--- src/rtl/ks_pkg.sv ---
// Shared constants for the Kogge-Stone sum/output stage: default width,
// buffer state encodings and the registered result-word width.
package ks_pkg;

  localparam int unsigned KS_WIDTH = 16;

  localparam logic [1:0] ST_EMPTY = 2'd0;
  localparam logic [1:0] ST_ONE   = 2'd1;
  localparam logic [1:0] ST_TWO   = 2'd2;

  localparam int unsigned KS_RES_W = KS_WIDTH + 3;

  function automatic int unsigned res_width(input int unsigned w);
    return w + 3;
  endfunction

endpackage

--- src/rtl/ks_sum_xor.sv ---
// Combinational sum/flag formation from per-bit propagate and the
// prefix tree's final carries (c_in[i] = carry out of bit i).
module ks_sum_xor
  import ks_pkg::*;
#(
  parameter int unsigned WIDTH = KS_WIDTH
) (
  input  logic [WIDTH-1:0] p_in,
  input  logic [WIDTH-1:0] c_in,
  input  logic             cin,
  output logic [WIDTH-1:0] sum,
  output logic             cout,
  output logic             ovf,
  output logic             zero
);

  always_comb begin
    sum         = '0;
    sum[0]      = p_in[0] ^ cin;
    sum[WIDTH-1:1] = p_in[WIDTH-1:1] ^ c_in[WIDTH-2:0];
  end

  assign cout = c_in[WIDTH-1];
  assign ovf  = c_in[WIDTH-1] ^ c_in[WIDTH-2];
  assign zero = ~|sum;

endmodule

--- src/rtl/ks_sum_stage.sv ---
// Registered sum/output stage of the Kogge-Stone adder: result formation
// followed by a 2-entry skid buffer on a valid/ready interface.
module ks_sum_stage
  import ks_pkg::*;
#(
  parameter int unsigned WIDTH = KS_WIDTH
) (
  input  logic             clk,
  input  logic             rst,
  input  logic             in_valid,
  output logic             in_ready,
  input  logic [WIDTH-1:0] p_in,
  input  logic [WIDTH-1:0] c_in,
  input  logic             cin,
  output logic             out_valid,
  input  logic             out_ready,
  output logic [WIDTH-1:0] sum,
  output logic             cout,
  output logic             ovf,
  output logic             zero
);

  localparam int unsigned RW = res_width(WIDTH);

  logic [WIDTH-1:0] x_sum;
  logic             x_cout;
  logic             x_ovf;
  logic             x_zero;
  logic [RW-1:0]    res_word;

  logic [RW-1:0]    m_q;
  logic [RW-1:0]    s_q;
  logic [1:0]       state_q;
  logic [1:0]       state_d;
  logic             in_ready_q;
  logic             in_xfer;
  logic             out_xfer;
  logic             ld_m;
  logic             ld_s;
  logic             mv_s;

  ks_sum_xor #(.WIDTH(WIDTH)) u_xor (
    .p_in (p_in),
    .c_in (c_in),
    .cin  (cin),
    .sum  (x_sum),
    .cout (x_cout),
    .ovf  (x_ovf),
    .zero (x_zero)
  );

  assign res_word  = {x_zero, x_ovf, x_cout, x_sum};
  assign in_xfer   = in_valid & in_ready_q;
  assign out_xfer  = out_valid & out_ready;
  assign out_valid = (state_q != ST_EMPTY);
  assign in_ready  = in_ready_q;

  always_comb begin
    state_d = state_q;
    ld_m    = 1'b0;
    ld_s    = 1'b0;
    mv_s    = 1'b0;
    case (state_q)
      ST_EMPTY: begin
        if (in_xfer) begin
          ld_m    = 1'b1;
          state_d = ST_ONE;
        end
      end
      ST_ONE: begin
        if (in_xfer && out_xfer) begin
          ld_m = 1'b1;
        end else if (in_xfer) begin
          ld_s    = 1'b1;
          state_d = ST_TWO;
        end else if (out_xfer) begin
          state_d = ST_EMPTY;
        end
      end
      ST_TWO: begin
        if (out_xfer) begin
          mv_s    = 1'b1;
          state_d = ST_ONE;
        end
      end
      default: state_d = ST_EMPTY;
    endcase
  end

  // in_ready is a flop loaded from next-state so it never depends on out_ready combinationally.
  always_ff @(posedge clk) begin
    if (rst) begin
      state_q    <= ST_EMPTY;
      in_ready_q <= 1'b1;
      m_q        <= '0;
      s_q        <= '0;
    end else begin
      state_q    <= state_d;
      in_ready_q <= (state_d != ST_TWO);
      if (ld_m) begin
        m_q <= res_word;
      end else if (mv_s) begin
        m_q <= s_q;
      end
      if (ld_s) begin
        s_q <= res_word;
      end
    end
  end

  assign sum  = m_q[WIDTH-1:0];
  assign cout = m_q[WIDTH];
  assign ovf  = m_q[WIDTH+1];
  assign zero = m_q[WIDTH+2];

endmodule
--- config.mk ---
export PLATFORM = sky130hd
export DESIGN_NAME = ks_sum_stage
export DESIGN_NICKNAME = d
export VERILOG_FILES = /design/src/rtl/ks_pkg.sv /design/src/rtl/ks_sum_xor.sv /design/src/rtl/ks_sum_stage.sv
export SDC_FILE = /design/constraint.sdc
export NUM_CORES = 1
export LEC_CHECK = 0
export ABC_CLOCK_PERIOD_IN_PS = 2050
export BUFFER_PORTS_ARGS = -buffer_cell sky130_fd_sc_hd__clkbuf_2
export CAP_MARGIN = 20
export CORE_MARGIN = 10
export CORE_UTILIZATION = 45
export DETAILED_ROUTE_END_ITERATION = 16
export GPL_TIMING_DRIVEN = 1
export PLACE_DENSITY_LB_ADDON = 0.25
export SYNTH_ARGS = -nofsm -noshare
export SYNTH_HDL_FRONTEND = slang
export SYNTH_HIERARCHICAL = 1
export SYNTH_SLANG_ARGS = --single-unit
--- constraint.sdc ---
create_clock -name clk -period 2.05 [get_ports clk]
set_input_delay 0.41 -clock clk [delete_from_list [all_inputs] [get_ports clk]]
set_output_delay 0.41 -clock clk [all_outputs]
set_load 0.05 [all_outputs]
==> flow_summary.toml, run 1 <==
[status]
status = "finished, final reports clean"

[clock_network]
path_clk_slew_ns = 0.07
clockBufferDepth = 2
cts_hold_buf = 0
clock_latency_ns = 0.29
cts_num_sinks = 41
h-tree-depth = 2
cts_tree = "yes"
cts_setup_buffers = 0
post_cts_resized = 0
cts-root-buf = "clkbuf_8"
cts_buffers = 5

[routing]
num_vias = 1729
top_layer_used = "met4"
met1_length_mm = 2.07
drc = 0
vias_per_cell = 5.16
drt_first_pass_iters = 5
wl_per_cell_um = 14.0
ant_nets = 0
drt_wl_total_mm = 4.68
wl_met2_mm = 2.21
dr_wl_met3_um = 306
drtIter0Drc = 112

[sta]
layout_worst_path_cycle_share_pct = 81.3
worst_slack_ns = 0.384
worstMarginPinSlew_ns = 0.674
fmaxAchievable_ghz = 0.600
setup_tns_ns = 0
rsz0062_at_grt = "no"
hold_viol = 0
skew_ns = 0.00401
slew_headroom_pct = 55.0
hold_slack_ns = 0.383
layout_min_cycle_time_ns = 1.67
setup_violations = 0
finalMaxSlewViolations = 0

[global_routing]
grt_max_degree = 38
grt_pass1_vias = 1722
grt-ovfl-total = 0
antenna_found_initial = 0
grt_pass1_wl_mm = 8.01
grt_use_total_pct = 13.0

[floorplan]
io_pins = 58
coreArea_um2 = 4090
initial_core_util_pct = 47.7
die_y_um = 85.8
die_area_um2 = 7360
num_rows = 23
die-width_um = 85.8

[place]
hpwl_mm = 3.40
place.gp.congestion = 0.744
io_buffers = 57
dp.cells = 328
place_ws_ns = 0.252

[logic_synthesis]
synth_cells = 230
synthSimpleGateAreaFrac_pct = 17.2
yosysSeqAreaShare_pct = 42.1
syn-cell-area_um2 = 1950
synth_xor_area_share_pct = 7.64
yosysTopAreaCell = "dfxtp_1"
synthTopCellsByCount = "59 x nand2_1, 41 x dfxtp_1, 38 x a21oi_1"
ys_types = 27
synth_most_common_cell = "nand2_1"
synth_enable_flop_cells = 0
synth_area_leaders = "dfxtp_1 42%, nand2_1 11%, a21oi_1 9.8%"
synth-compound-area-share_pct = 23.9
ys_ff_latch = 41
synth_top_family_by_area = "compound AO/OA/AOI/OAI gates"
async_flop_share_pct = 0
yosysWarnings = 6
synthMuxAreaShare_pct = 0.514
yosys.area_share.adder_pct = 0
synth_nets = 267
ys.flop_type = "dfxtp_1"
synth_top_area_share_pct = 42.1
synth.avg_cell_area_um2 = 8.47

[worst_setup_path]
crit_type = "flop to flop"
required_ns = 2.26
cp_max_fo = 19
start_kind = "flop"
worst_ep_arrival_time_ns = 1.88
cp-end-kind = "flop"

[layout]
fin_nets = 322
multi_input_area_um2 = 965
diodes = 0
post-route-util_pct = 58.2
drive_gt1_share_pct = 29.8
areaGrowthSynthToFinish_pct = 22.1
fill_cells = 416
ff_latch_area_um2 = 821
final_cells = 335

[worst_hold_path]
worstHoldPathType = "input pin to flop"

[job]
maxCapViolations = 0

[pwr]
p_sw_uw = 628
combPwrFrac_pct = 24.7
clkPwrFrac_pct = 31.3
max-vdd-ir-drop_uv = 496
internal_power_uw = 1350
p_per_area_nw_per_um2 = 833
p_leak_uw = 0.00100
seq_power_share_pct = 44.1
swShare_pct = 31.7
==> routing by layer <==
metal  up-vias  track usage (%)
li1        895                -
met1       782             14.4
met2        42             22.0
met3        10             4.64
met4         0             5.09
met5         -                0
==> final timing paths <==
kind	from	end	slack, ns	depth (start not counted)
worst min register to register	s_q[7]$_SDFFE_PP0P_	s_q[7]$_SDFFE_PP0P_	0.46	2
worst max register to register	state_q[1]$_SDFF_PP0_	s_q[9]$_SDFFE_PP0P_	0.38	4
worst min-delay path	c_in[15]	s_q[16]$_SDFFE_PP0P_	0.38	3
worst max-delay path	state_q[1]$_SDFF_PP0_	s_q[9]$_SDFFE_PP0P_	0.38	4
==> final cells by class <==
type	instances	share of cell area, %
Multi-Input combinational cell	155	40.6
Sequential cell	41	34.5
Timing Repair Buffer	63	14.9
Inverter	19	3.00
Clock buffer	5	2.89
Tap cell	50	2.63
Clock inverter	2	1.47
==> through the flow <==
step           total power (uW)  area, um^2
6_report                   1980        2380
5_1_grt                    2070        2380
4_1_cts                    2010        2380
3_5_place_dp               1390        2270
3_3_place_gp               1380        2270
2_1_floorplan              1250        1950
==> critical path, stage by stage (launching register included) <==
cell	delay, ns
dfxtp_1	0.49
and3b_1	0.29
nand2_1	0.53
nand2_1	0.11
a21oi_1	0.17
==> power groups by stage <==
stage | sequential (uW) | clock [uW] | combinational (uW)
after global routing | 880 | 660 | 533
final | 873 | 620 | 489
after CTS | 874 | 637 | 495
after global placement | 890 | 0 | 490
after detailed placement | 892 | 0 | 494
after floorplan | 1020 | 0 | 235
==> placed cells by master (no fill, tap or decap) <==
cell type	count
clkbuf_2	57
nor2b_1	1
a21oi_1	38
buf_12	2
nor3_1	2
nand4b_1	1
nor3_2	2
xor2_1	17
dfxtp_1	41
o22a_1	1
a21boi_0	1
mux2i_1	1
clkinv_2	1
nor2_1	1
a21oi_4	1
clkbuf_8	5
and4_1	1
nand2_1	59
a221oi_2	11
a211oi_1	1
nand2b_1	2
inv_1	19
and3b_1	2
a221oi_1	7
bufinv_16	1
a211o_1	1
buf_4	4
nor4_1	4
or2_2	1
==> state kept, by name, indices dropped and copies added (netlist names) <==
register	count
in_ready	1
m_q	19
state_q	2
s_q	19
==> logic make-up after synthesis <==
| group | count (synthesis) |
|---|---|
| AOI/OAI and AO/OA | 61 |
| DFF | 41 |
| buffers and inverters | 34 |
| and+or+nand+nor | 76 |
| muxes | 1 |
| xor gates and xnor gates | 17 |
(Power assumes the default switching activity.)
==> run 2: changes to the inputs <==
ABC_CLOCK_PERIOD_IN_PS = 1600   (was 2050)
clock period = 1.6 ns   (was 2.05 ns; I/O delays follow)
==> run 2 against run 1 <==
Compared with the run above: critical path depth decreased by 2; global-route usage decreased by 0.33 points; cell count increased by 3.6%; worst hold slack got worse by 0.083 ns; via count increased by 4.2%; worst setup slack got worse by 0.28 ns; clock skew increased by 0.0014 ns; die area unchanged; power increased by 34%; largest cell class unchanged; highest routed layer unchanged.
==> flow_summary.toml, run 2 (synthesis results as in run 1) <==
[routing]
top_layer_used = "met4"
wl_met2_mm = 2.26
drc = 0
drtIter0Drc = 117
wl_per_cell_um = 13.3
met1_length_mm = 2.03
ant_nets = 0
dr_wl_met3_um = 274
num_vias = 1802
vias_per_cell = 5.19
drt_first_pass_iters = 4
drt_wl_total_mm = 4.62

[sta]
layout_worst_path_cycle_share_pct = 93.3
rsz0062_at_grt = "no"
finalMaxSlewViolations = 0
worst_slack_ns = 0.108
fmaxAchievable_ghz = 0.670
layout_min_cycle_time_ns = 1.49
setup_violations = 0
worstMarginPinSlew_ns = 0.505
slew_headroom_pct = 66.4
skew_ns = 0.00541
hold_viol = 0

[place]
place_area_um2 = 2360
place.gp.congestion = 0.794
hpwl_mm = 3.45
place_ws_ns = -0.0230
io_buffers = 57

[clock_network]
cts_buffers = 5
clock_latency_ns = 0.29
cts-root-buf = "clkbuf_8"
h-tree-depth = 2
path_clk_slew_ns = 0.08
cts_tree = "yes"
post_cts_resized = 0
cts_setup_buffers = 0
clockBufferDepth = 2
cts_hold_buf = 0
cts_num_sinks = 41

[worst_setup_path]
start_kind = "flop"
required_ns = 1.28
cp_max_fo = 7
worst_ep_arrival_time_ns = 1.17
crit_type = "flop to output pin"
cp-end-kind = "output pin"

[status]
status = "finished, final reports clean"

[global_routing]
antenna_found_initial = 0
grt-ovfl-total = 0
grt_max_degree = 23
grt_use_total_pct = 12.6
grt_pass1_vias = 1761
grt_pass1_wl_mm = 7.77

[pwr]
p_per_area_nw_per_um2 = 1070
clkPwrFrac_pct = 32.8
max-vdd-ir-drop_uv = 710
seq_power_share_pct = 42.2
p_leak_uw = 0.00106
internal_power_uw = 1820
p_sw_uw = 831
combPwrFrac_pct = 25.0
swShare_pct = 31.4

[worst_hold_path]
worstHoldPathType = "input pin to flop"

[layout]
diodes = 0
fin_nets = 333
fin_area_um2 = 2480
reg_top3 = "m_q (19), s_q (19), state_q (2)"
layout_commonest_cell = "nand2_1"
layout_common_cells = "59 x nand2_1, 57 x clkbuf_2, 40 x dfxtp_1"
drive_gt1_share_pct = 33.0
areaGrowthSynthToFinish_pct = 27.2

[floorplan]
coreArea_um2 = 4090
die_y_um = 85.8
die-width_um = 85.8
die_area_um2 = 7360
num_rows = 23
initial_core_util_pct = 47.7
io_pins = 58

[job]
maxCapViolations = 0
-- run 2: cell count changes in the layout (fill, tap and decap cells not counted) --
cell	delta
buf_4	+11
clkbuf_8	+1
clkinvlp_4	+1
clkinv_2	-1
dfxtp_1	-1
dfxtp_2	+1
-- run 2: through the flow --
step | hold slack, ns | util [%] | setup TNS (ns) | instances | power, uW
2_1_floorplan | 0.432 | - | 0 | 230 | 1600
3_3_place_gp | 0.443 | 57.7 | -0.0197 | 339 | 1800
3_5_place_dp | 0.447 | 57.7 | -0.0230 | 339 | 1810
4_1_cts | 0.290 | 60.7 | 0 | 347 | 2680
5_1_grt | 0.312 | 60.7 | 0 | 347 | 2770
6_report | 0.300 | 60.7 | 0 | 347 | 2650
-- run 2: worst max-delay path: stages (launching register included) --
cell and delay (ns):
dfxtp_1 0.36, or2_2 0.28, clkbuf_2 0.24
-- run 2: final timing paths --
check | from | to | slack, ns | cells past startpoint
setup / recovery | state_q[0]$_SDFF_PP0_ | out_valid | 0.11 | 2
hold / removal | c_in[15] | s_q[16]$_SDFFE_PP0P_ | 0.30 | 3
setup reg to reg | state_q[1]$_SDFF_PP0_ | m_q[0]$_SDFFE_PP0P_ | 0.16 | 5
hold reg to reg | s_q[16]$_SDFFE_PP0P_ | s_q[16]$_SDFFE_PP0P_ | 0.46 | 2
-- run 2: routing by layer --
layer	track usage, %	up-vias
met1	13.9	835
met4	5.09	0
met3	3.97	7
met2	21.9	44
met5	0	-
li1	-	916
-- run 2: cell type report --
cell class,instances,area [um^2]
Timing Repair Buffer,74,438
Clock buffer,6,82.6
Sequential cell,41,822
Clock inverter,2,37.5
Tap cell,50,62.6
Fill cell,392,1610
Inverter,19,71.3
Multi-Input combinational cell,155,965
-- run 2: power groups by stage --
| stage | Clock [uW] | Combinational (uW) | Sequential, uW |
|---|---|---|---|
| finish | 869 | 662 | 1120 |
| global route | 926 | 721 | 1130 |
| CTS | 889 | 670 | 1120 |
| detailed placement | 0 | 668 | 1140 |
| global placement | 0 | 663 | 1140 |
| floorplan | 0 | 301 | 1300 |
==> run 3: changes to the inputs <==
BUFFER_PORTS_ARGS = unset   (was -buffer_cell sky130_fd_sc_hd__clkbuf_2)
CAP_MARGIN = 40   (was 20)
DONT_BUFFER_PORTS = 1   (was unset)
==> run 3 against run 2 <==
Compared with the run above: fmax down 0.73%; register-to-register slack about the same; final area down 12%; worst hold slack worse by 0.21 ns; wire length up 2.4%; sequential share of layout area up 4.6 points; sequential power up 12%; die area unchanged; critical path depth unchanged; global-route usage down 0.58 points; utilization down 7.3 points; critical endpoint unchanged; largest cell class unchanged.
==> flow_summary.toml, run 3 (synthesis results as in run 1) <==
[status]
status = "finished, final reports clean"

[pwr]
p_leak_uw = 0.000813
p_per_area_nw_per_um2 = 1080
max-vdd-ir-drop_uv = 576

[worst_setup_path]
worst_path_max_delay_cell = "or2_2"
required_ns = 1.28
start_kind = "flop"
worst_ep_arrival_time_ns = 1.18
cp_top_family = "simple AND/OR/NAND/NOR gates"
cp_max_fo = 7
crit_type = "flop to output pin"
cp-end-kind = "output pin"
cp.buffers_inverters = 1
path_cells = "buf_4 -> or2_2"
cp_slowest_stage_delay_ns = 0.43

[clock_network]
clockBufferDepth = 2
cts_buffers = 5
cts_tree = "yes"
path_clk_slew_ns = 0.07
h-tree-depth = 2
cts-root-buf = "clkbuf_8"
cts_setup_buffers = 0
clock_latency_ns = 0.29
cts_num_sinks = 41

[layout]
multi_input_area_um2 = 972
layout_common_cells = "59 x nand2_1, 39 x dfxtp_1, 38 x a21oi_1"
drive_gt1_share_pct = 16.8
reg_top3 = "m_q (19), s_q (19), state_q (2)"
diodes = 0
fill_cells = 413
fin_nets = 275
areaGrowthSynthToFinish_pct = 11.8
layout_commonest_cell = "nand2_1"
ff_latch_area_um2 = 823
final_cells = 288
fin_area_um2 = 2180

[floorplan]
die-width_um = 85.8
initial_core_util_pct = 47.7
io_pins = 58
coreArea_um2 = 4090
die_area_um2 = 7360
num_rows = 23
die_y_um = 85.8

[place]
place_area_um2 = 2060
place.gp.congestion = 0.748
dp.cells = 280
hpwl_mm = 3.23
io_buffers = 0

[routing]
ant_nets = 0
drt_wl_total_mm = 4.73
drtIter0Drc = 82
num_vias = 1566
wl_per_cell_um = 16.4
drc = 0
drt_first_pass_iters = 4
vias_per_cell = 5.44

[sta]
slew_headroom_pct = 63.5
layout_min_cycle_time_ns = 1.50
finalMaxSlewViolations = 0
skew_ns = 0.00475
worstMarginPinSlew_ns = 0.547
layout_worst_path_cycle_share_pct = 94.0
fmaxAchievable_ghz = 0.665
setup_violations = 0
setup_tns_ns = 0
rsz0062_at_grt = "no"
hold_viol = 0

[global_routing]
grt_pass1_wl_mm = 7.22
grt_use_total_pct = 12.1
grt_pass1_vias = 1507
antenna_found_initial = 0
grt-ovfl-total = 0
grt_max_degree = 41

[worst_hold_path]
worstHoldPathType = "input pin to flop"

[job]
maxCapViolations = 0
-- run 3: path summary, 6_finish.rpt --
| path | start | end | slack [ns] | cells after the start |
|---|---|---|---|---|
| worst min-delay path | rst | state_q[0]$_SDFF_PP0_ | 0.09 | 1 |
| worst min register to register | s_q[17]$_SDFFE_PP0P_ | s_q[17]$_SDFFE_PP0P_ | 0.45 | 2 |
| worst max-delay path | state_q[1]$_SDFF_PP0_ | out_valid | 0.1 | 2 |
| worst max register to register | state_q[0]$_SDFF_PP0_ | m_q[2]$_SDFFE_PP0P_ | 0.16 | 5 |
-- run 3: final cells by class --
class                      count  share of cell area (%)
multi-input combinational    155                    44.6
sequential                    41                    37.8
timing repair buffer          16                    7.47
clock buffer                   7                    3.96
inverter                      19                    3.27
tap                           50                    2.87
-- run 3: power breakdown --
part / internal, uW / switching [uW]
clock network: 342 / 333
registers: 1090 / 163
logic: 171 / 264
total: 1600 / 760
-- run 3: per-layer routing --
layer  track usage (%)  share of wire [%]  wire, um
met4              3.59                1.1        51
met1              13.4                 43      2040
met5                 0                  0         0
met2              19.8                 49      2300
met3              5.87                7.1       338
-- run 3: what timing repair did --
action | in CTS | in global routing
setup endpoints to repair | 0 | 1
gates resized for setup | 0 | 2
hold buffers | 0 | 0
-- run 3: metrics by stage --
| step | setup WS, ns | util (%) | total power [uW] | hold WS, ns |
|---|---|---|---|---|
| CTS | 0.0777 | 52.5 | 2370 | 0.0788 |
| global placement | 0.0501 | 50.4 | 1690 | 0.394 |
| floorplan | 0.0576 | - | 1600 | 0.432 |
| global route | 0.0123 | 53.3 | 2490 | 0.0727 |
| finish | 0.0966 | 53.3 | 2360 | 0.0899 |
| detailed placement | 0.0412 | 50.4 | 1690 | 0.394 |
